File: config.mk
export PLATFORM = sky130hd
export DESIGN_NAME = alu_writeback_stage
export DESIGN_NICKNAME = d
export VERILOG_FILES = /design/src/rtl/alu_writeback_stage_pkg.sv /design/src/rtl/alu_writeback_stage_wb_skid_fifo.sv /design/src/rtl/alu_writeback_stage.sv
export SDC_FILE = /design/constraint.sdc
export NUM_CORES = 1
export LEC_CHECK = 0
export CELL_PAD_IN_SITES_DETAIL_PLACEMENT = 0
export CELL_PAD_IN_SITES_GLOBAL_PLACEMENT = 1
export CORE_MARGIN = 5
export CORE_UTILIZATION = 38
export DETAILED_ROUTE_END_ITERATION = 8
export PLACE_DENSITY_LB_ADDON = 0.1
export SYNTH_ARGS = -nofsm -noshare
export SYNTH_HDL_FRONTEND = slang
export SYNTH_SLANG_ARGS = --single-unit
File: constraint.sdc
create_clock -name clk -period 2.5 [get_ports clk]
set_input_delay 0.625 -clock clk [delete_from_list [all_inputs] [get_ports clk]]
set_output_delay 0.625 -clock clk [all_outputs]
set_load 0.05 [all_outputs]
File: src/rtl/alu_writeback_stage_pkg.sv
// -----------------------------------------------------------------------------
// alu_writeback_stage_pkg
//   Shared CPU datapath definitions used by the ALU result/flag writeback
//   stage and its skid buffer:
//     DATA_WIDTH        ALU result width
//     REG_ADDR_W        register-file index width
//     CNT_W             stall counter width (used with ALU_WB_STALL_CNT_EN)
//     WB_FIFO_DEPTH     number of buffered results
//     struct_alu_flag_t {carry, zero, sign} ALU condition flags
//     wb_entry_t        {data, addr} one pending register-file write
//   Helper: fifo_count_next() computes the occupancy after a push/pop.
// -----------------------------------------------------------------------------
package alu_writeback_stage_pkg;

    localparam int unsigned DATA_WIDTH    = 16;
    localparam int unsigned REG_ADDR_W    = 3;
    localparam int unsigned CNT_W         = 16;
    localparam int unsigned WB_FIFO_DEPTH = 2;

    // Carry sits in the MSB so that {carry, zero, sign} reads naturally as 3 bits.
    typedef struct packed {
        logic carry;
        logic zero;
        logic sign;
    } struct_alu_flag_t;

    typedef struct packed {
        logic [DATA_WIDTH-1:0] data;
        logic [REG_ADDR_W-1:0] addr;
    } wb_entry_t;

    // Occupancy after one edge. Callers guarantee push never happens when full
    // and pop never happens when empty, so the result stays within 0..2.
    function automatic logic [1:0] fifo_count_next(
        input logic [1:0] count,
        input logic       push,
        input logic       pop
    );
        logic [1:0] result;
        result = count;
        if (push && !pop) begin
            result = count + 2'd1;
        end else if (pop && !push) begin
            result = count - 2'd1;
        end
        return result;
    endfunction

endpackage : alu_writeback_stage_pkg

File: src/rtl/alu_writeback_stage_wb_skid_fifo.sv
// -----------------------------------------------------------------------------
// wb_skid_fifo
//   Two-entry circular buffer between the ALU result stage and the register
//   file write port. One-bit read/write pointers plus an explicit count.
//   in_ready depends only on the local count, so there is no combinational
//   path from the write-port handshake back to the producer.
// Ports
//   clk, rst          clock, synchronous active-high reset
//   flush             empty the buffer on the next edge (beats push/pop)
//   push, push_entry  write one entry (ignored when full)
//   pop               consume the head entry (ignored when empty)
//   in_ready          buffer has space (count != 2)
//   head_valid        buffer holds at least one entry
//   head_entry        oldest entry; stable until popped
// -----------------------------------------------------------------------------
module wb_skid_fifo
    import alu_writeback_stage_pkg::*;
(
    input  logic      clk,
    input  logic      rst,
    input  logic      flush,
    input  logic      push,
    input  wb_entry_t push_entry,
    input  logic      pop,
    output logic      in_ready,
    output logic      head_valid,
    output wb_entry_t head_entry
);

    wb_entry_t  slot_q [WB_FIFO_DEPTH];
    wb_entry_t  slot_d [WB_FIFO_DEPTH];
    logic       wr_ptr_q, wr_ptr_d;
    logic       rd_ptr_q, rd_ptr_d;
    logic [1:0] count_q, count_d;

    logic       full;
    logic       empty;
    logic       push_ok;
    logic       pop_ok;

    assign full    = (count_q == 2'(WB_FIFO_DEPTH));
    assign empty   = (count_q == 2'd0);

    // Defensive qualification: an illegal push/pop is simply ignored.
    assign push_ok = push && !full;
    assign pop_ok  = pop && !empty;

    // Pointer and count update. Flush returns the buffer to its reset
    // arrangement so the next push lands in slot 0 again.
    always_comb begin
        wr_ptr_d = wr_ptr_q;
        rd_ptr_d = rd_ptr_q;
        count_d  = count_q;
        if (flush) begin
            wr_ptr_d = 1'b0;
            rd_ptr_d = 1'b0;
            count_d  = 2'd0;
        end else begin
            if (push_ok) begin
                wr_ptr_d = ~wr_ptr_q;
            end
            if (pop_ok) begin
                rd_ptr_d = ~rd_ptr_q;
            end
            count_d = fifo_count_next(count_q, push_ok, pop_ok);
        end
    end

    // Storage update. Slots are left untouched by flush; the count alone
    // decides whether their contents are live.
    always_comb begin
        for (int i = 0; i < WB_FIFO_DEPTH; i++) begin
            slot_d[i] = slot_q[i];
            if (!flush && push_ok && (wr_ptr_q == 1'(i))) begin
                slot_d[i] = push_entry;
            end
        end
    end

    always_ff @(posedge clk) begin
        if (rst) begin
            wr_ptr_q <= 1'b0;
            rd_ptr_q <= 1'b0;
            count_q  <= 2'd0;
            for (int i = 0; i < WB_FIFO_DEPTH; i++) begin
                slot_q[i] <= '0;
            end
        end else begin
            wr_ptr_q <= wr_ptr_d;
            rd_ptr_q <= rd_ptr_d;
            count_q  <= count_d;
            for (int i = 0; i < WB_FIFO_DEPTH; i++) begin
                slot_q[i] <= slot_d[i];
            end
        end
    end

    assign in_ready   = !full;
    assign head_valid = !empty;
    // Head is read straight from a flop, so it cannot change while the
    // consumer is stalling; only a pop moves rd_ptr_q.
    assign head_entry = slot_q[rd_ptr_q];

endmodule : wb_skid_fifo

File: src/rtl/alu_writeback_stage.sv
// -----------------------------------------------------------------------------
// alu_writeback_stage
//   Result/flag stage directly after the ALU in the 16-bit CPU datapath.
//   Accepts ALU results under valid/ready, holds the architectural flag
//   register (carry fed back to the ALU), and buffers up to two results for
//   the register-file write port.
//   Optional build macro: ALU_WB_STALL_CNT_EN adds a saturating stall_cnt
//   output counting cycles where the write port holds off a valid result.
// Ports
//   clk, rst                      clock, synchronous active-high reset
//   in_valid / in_ready           ALU result handshake (in_ready = !full)
//   alu_out, alu_out_flag         result and {carry, zero, sign}
//   in_dest                       destination register index
//   in_flag_we / in_reg_we        update flags / write a register
//   flush                         drop all buffered, unwritten results
//   wb_valid / wb_ready           register-file write handshake
//   wb_data, wb_addr              head entry
//   flag_q, carry_q               architectural flags, carry for the ALU
//   stall_cnt                     (ALU_WB_STALL_CNT_EN only)
// -----------------------------------------------------------------------------
module alu_writeback_stage
    import alu_writeback_stage_pkg::*;
(
    input  logic                  clk,
    input  logic                  rst,
    input  logic                  in_valid,
    output logic                  in_ready,
    input  logic [DATA_WIDTH-1:0] alu_out,
    input  struct_alu_flag_t      alu_out_flag,
    input  logic [REG_ADDR_W-1:0] in_dest,
    input  logic                  in_flag_we,
    input  logic                  in_reg_we,
    input  logic                  flush,
    output logic                  wb_valid,
    input  logic                  wb_ready,
    output logic [DATA_WIDTH-1:0] wb_data,
    output logic [REG_ADDR_W-1:0] wb_addr,
    output struct_alu_flag_t      flag_q,
`ifdef ALU_WB_STALL_CNT_EN
    output logic                  carry_q,
    output logic [CNT_W-1:0]      stall_cnt
`else
    output logic                  carry_q
`endif
);

    logic             accept;
    logic             drain;
    logic             push;
    wb_entry_t        push_entry;
    wb_entry_t        head_entry;
    struct_alu_flag_t flag_d;

    assign accept = in_valid && in_ready;
    assign drain  = wb_valid && wb_ready;

    // Flags-only instructions (CMP and friends) never occupy a buffer slot,
    // and a flush cancels whatever was accepted alongside it.
    assign push            = accept && in_reg_we && !flush;
    assign push_entry.data = alu_out;
    assign push_entry.addr = in_dest;

    wb_skid_fifo u_fifo (
        .clk        (clk),
        .rst        (rst),
        .flush      (flush),
        .push       (push),
        .push_entry (push_entry),
        .pop        (drain),
        .in_ready   (in_ready),
        .head_valid (wb_valid),
        .head_entry (head_entry)
    );

    assign wb_data = head_entry.data;
    assign wb_addr = head_entry.addr;

    // Flag register. Carry is only visible to the ALU from the cycle after
    // the accepting edge; there is deliberately no combinational bypass.
    always_comb begin
        flag_d = flag_q;
        if (accept && in_flag_we && !flush) begin
            flag_d = alu_out_flag;
        end
    end

    always_ff @(posedge clk) begin
        if (rst) begin
            flag_q <= '0;
        end else begin
            flag_q <= flag_d;
        end
    end

    assign carry_q = flag_q.carry;

`ifdef ALU_WB_STALL_CNT_EN
    // Counts cycles where a result is waiting on the register file.
    // Saturates instead of wrapping; only reset clears it, so it keeps
    // accumulating across flushes.
    logic [CNT_W-1:0] stall_cnt_q;
    logic [CNT_W-1:0] stall_cnt_d;

    always_comb begin
        stall_cnt_d = stall_cnt_q;
        if (wb_valid && !wb_ready && (stall_cnt_q != {CNT_W{1'b1}})) begin
            stall_cnt_d = stall_cnt_q + 1'b1;
        end
    end

    always_ff @(posedge clk) begin
        if (rst) begin
            stall_cnt_q <= '0;
        end else begin
            stall_cnt_q <= stall_cnt_d;
        end
    end

    assign stall_cnt = stall_cnt_q;
`endif

endmodule : alu_writeback_stage

==> impl_metrics.py <==
metrics = {
    "outcome": {
        "status": "complete, no violations",
    },
    "cts": {
        "path_clk_slew_ns": 0.08,
        "postCtsHoldBufs": 0,
        "clk_latency_ns": 0.29,
        "cts.sinks": 46,
        "cts_tree": "yes",
        "cts_setup_buffers": 0,
        "cts-root-buf": "clkbuf_8",
        "cts_resized": 0,
        "numCtsBuffers": 5,
        "cts_max_level": 2,
        "clockBufferDepth": 2,
    },
    "yosys": {
        "synth_cell_types": 26,
        "ys.flop_type": "edfxtp_1",
        "synth_top_area_share": 0.585,
        "synth_nets": 155,
        "synth_cells": 125,
        "syn_area_um2": 1950,
        "ys_seq_area_frac": 0.667,
        "avgSynthCellArea_um2": 15.6,
        "async_reset_ff_frac": 0,
        "ys_ff_latch": 46,
        "ys_warn_count": 0,
        "ys_top_cells_by_area": "edfxtp_1, mux2_2, dfxtp_1",
        "synth.largest_area_cell": "edfxtp_1",
        "synth_edf_count": 38,
    },
    "route": {
        "post-route-drc-count": 0,
        "vias_per_cell": 4.54,
        "vias": 1157,
        "first_iter_violations": 14,
        "drt_wl_total_mm": 3.66,
        "dr.pass1.iters": 4,
        "postRouteAntennaNets": 0,
        "wl_per_cell_um": 14.3,
    },
    "floorplanning": {
        "io_pins": 54,
        "core_um2": 5040,
        "die_area_um2": 6670,
        "initial_utilization": 0.387,
        "die_w_um": 81.7,
        "rows": 26,
        "die_h_um": 81.7,
    },
    "placement": {
        "place.gp.congestion": 0.671,
        "place_hpwl_mm": 2.53,
        "dp.cells": 247,
        "portBuffers": 53,
        "pre_cts_ws_ns": -0.0253,
    },
    "global_route": {
        "overflow": 0,
        "grt_first_pass_wirelength_mm": 5.85,
        "grt_usage": 0.118,
        "antenna_found_initial": 0,
        "grt_pass1_vias": 1239,
        "grt_max_degree": 20,
    },
    "layout": {
        "final_nets": 214,
        "synthToLayoutAreaGrowth_pct": 37.0,
        "n_antenna_cell": 0,
        "final_cell_mix": "edfxtp_1, clkdlybuf4s50_1, buf_4, mux2_2, and2_2",
        "layoutNonFillerInstCount": 255,
        "n_fill_cell": 435,
        "final_common_cell": "edfxtp_1",
        "drive_above_1_share": 0.411,
    },
    "sta": {
        "relSlewSlack": 0.433,
        "fin_setup_tns_ns": 0,
        "rsz0062_at_grt": "false",
        "period_minus_slack_ns": 2.38,
        "setup_viol": 0,
        "finClkSkew_ns": 0.00380,
        "worst_pin_slew_ns": 0.847,
        "setup_slack_ns": 0.121,
        "fmax_mhz": 420,
        "min_period_over_period": 0.952,
        "finalMaxSlewViolations": 0,
        "hold_viol_final": 0,
    },
    "critical_path": {
        "arrival_ns": 1.75,
        "critPathTopFamily": "buffers and inverters",
        "crit_slowest_cell": "clkdlybuf4s50_1",
        "cpPeakStageDelay_ns": 0.81,
        "path_cells": "nor2b_4 > inv_2 > clkdlybuf4s50_1",
        "path_max_fanout": 5,
        "ff2ff_setup_slack_ns": 0.72,
        "cp-start-kind": "flop",
        "cp_data_required_time_ns": 1.88,
        "worstSetupPathType": "reg -> out",
        "worstSetupEndpointType": "output port",
        "path_buf_inv": 2,
    },
    "pwr": {
        "vdd_drop_max_uv": 320,
        "powerDensity_nw_per_um2": 652,
        "leakagePower_nw": 1.04,
    },
    "worst_hold_path": {
        "hold_class": "reg -> reg",
    },
    "flow_run": {
        "cap_viol_max_count": 0,
    },
}
[flip-flops by register name (all words and copies together), names as in the netlist, named ones only]
register,count
u_fifo.slot_q,38
flag_q,2
u_fifo.count_q,2
carry_q,1
u_fifo.rd_ptr_q,1
u_fifo.wr_ptr_q,1
[kinds of logic after synthesis]
kind of cell             synth area share
flip-flops                          0.667
buffers and inverters              0.0282
XOR/XNOR                           0.0135
AO/OA/AOI/OAI                      0.0346
adder cells (fa/ha/maj)           0.00641
AND/OR/NAND/NOR                     0.133
multiplexers                        0.117
[where the power goes]
group | total [W] | switching [W] | internal (W)
Combinational | 0.000246 | 0.000138 | 0.000108
Sequential | 0.000872 | 0.00000977 | 0.000862
Clock | 0.000627 | 0.000232 | 0.000395
[metal layers]
layer  track usage  vias up  wire [um]
met5             0        -          0
met1         0.130      549       1440
met2         0.209       36       1930
li1              -      568          -
met4        0.0349        0         29
met3        0.0482        4        255
[cell type report]
cell class	instances	area, um2	share of cell area
Clock buffer	5	68.8	0.0257
Multi-Input combinational cell	70	596	0.223
Inverter	3	11.3	0.00421
Sequential cell	46	1300	0.487
Tap cell	70	87.6	0.0328
Clock inverter	3	63.8	0.0239
Timing Repair Buffer	58	546	0.204
[worst min-delay path: cells and delay by family, from the launching register on]
family | cells | cell delay (ns)
AO/OA/AOI/OAI | 2 | 0.12
flip-flops | 1 | 0.32
[metrics by stage]
step                 util  power [W]  hold WS (ns)  instance area [um2]
floorplan               -    0.00103         0.472                 1950
global placement    0.504    0.00113         0.474                 2540
detailed placement  0.504    0.00114         0.465                 2540
CTS                 0.530    0.00177         0.479                 2670
global route        0.530    0.00182         0.509                 2670
finish              0.530    0.00174         0.484                 2670
[synthesized netlist by cell type, types with 2 or more instances]
cell and count:
a21o_1 2, a21oi_1 4, and2_2 19, buf_2 2
buf_6 2, dfxtp_1 8, edfxtp_1 38, inv_1 2
mux2_2 19, nand4_1 3, nor2_1 5, o21ai_0 2
o31ai_1 3, or2_2 2, xor2_1 3
[worst paths after layout]
| check | from | end | depth (start not counted) |
|---|---|---|---|
| min | flag_q[1] | flag_q[1] | 2 |
| max reg2reg | u_fifo.count_q[1] | u_fifo.count_q[1] | 6 |
| min reg2reg | flag_q[1] | flag_q[1] | 2 |
| max | u_fifo.count_q[0] | in_ready | 3 |
No activity file was read; power rests on OpenSTA's default activity.
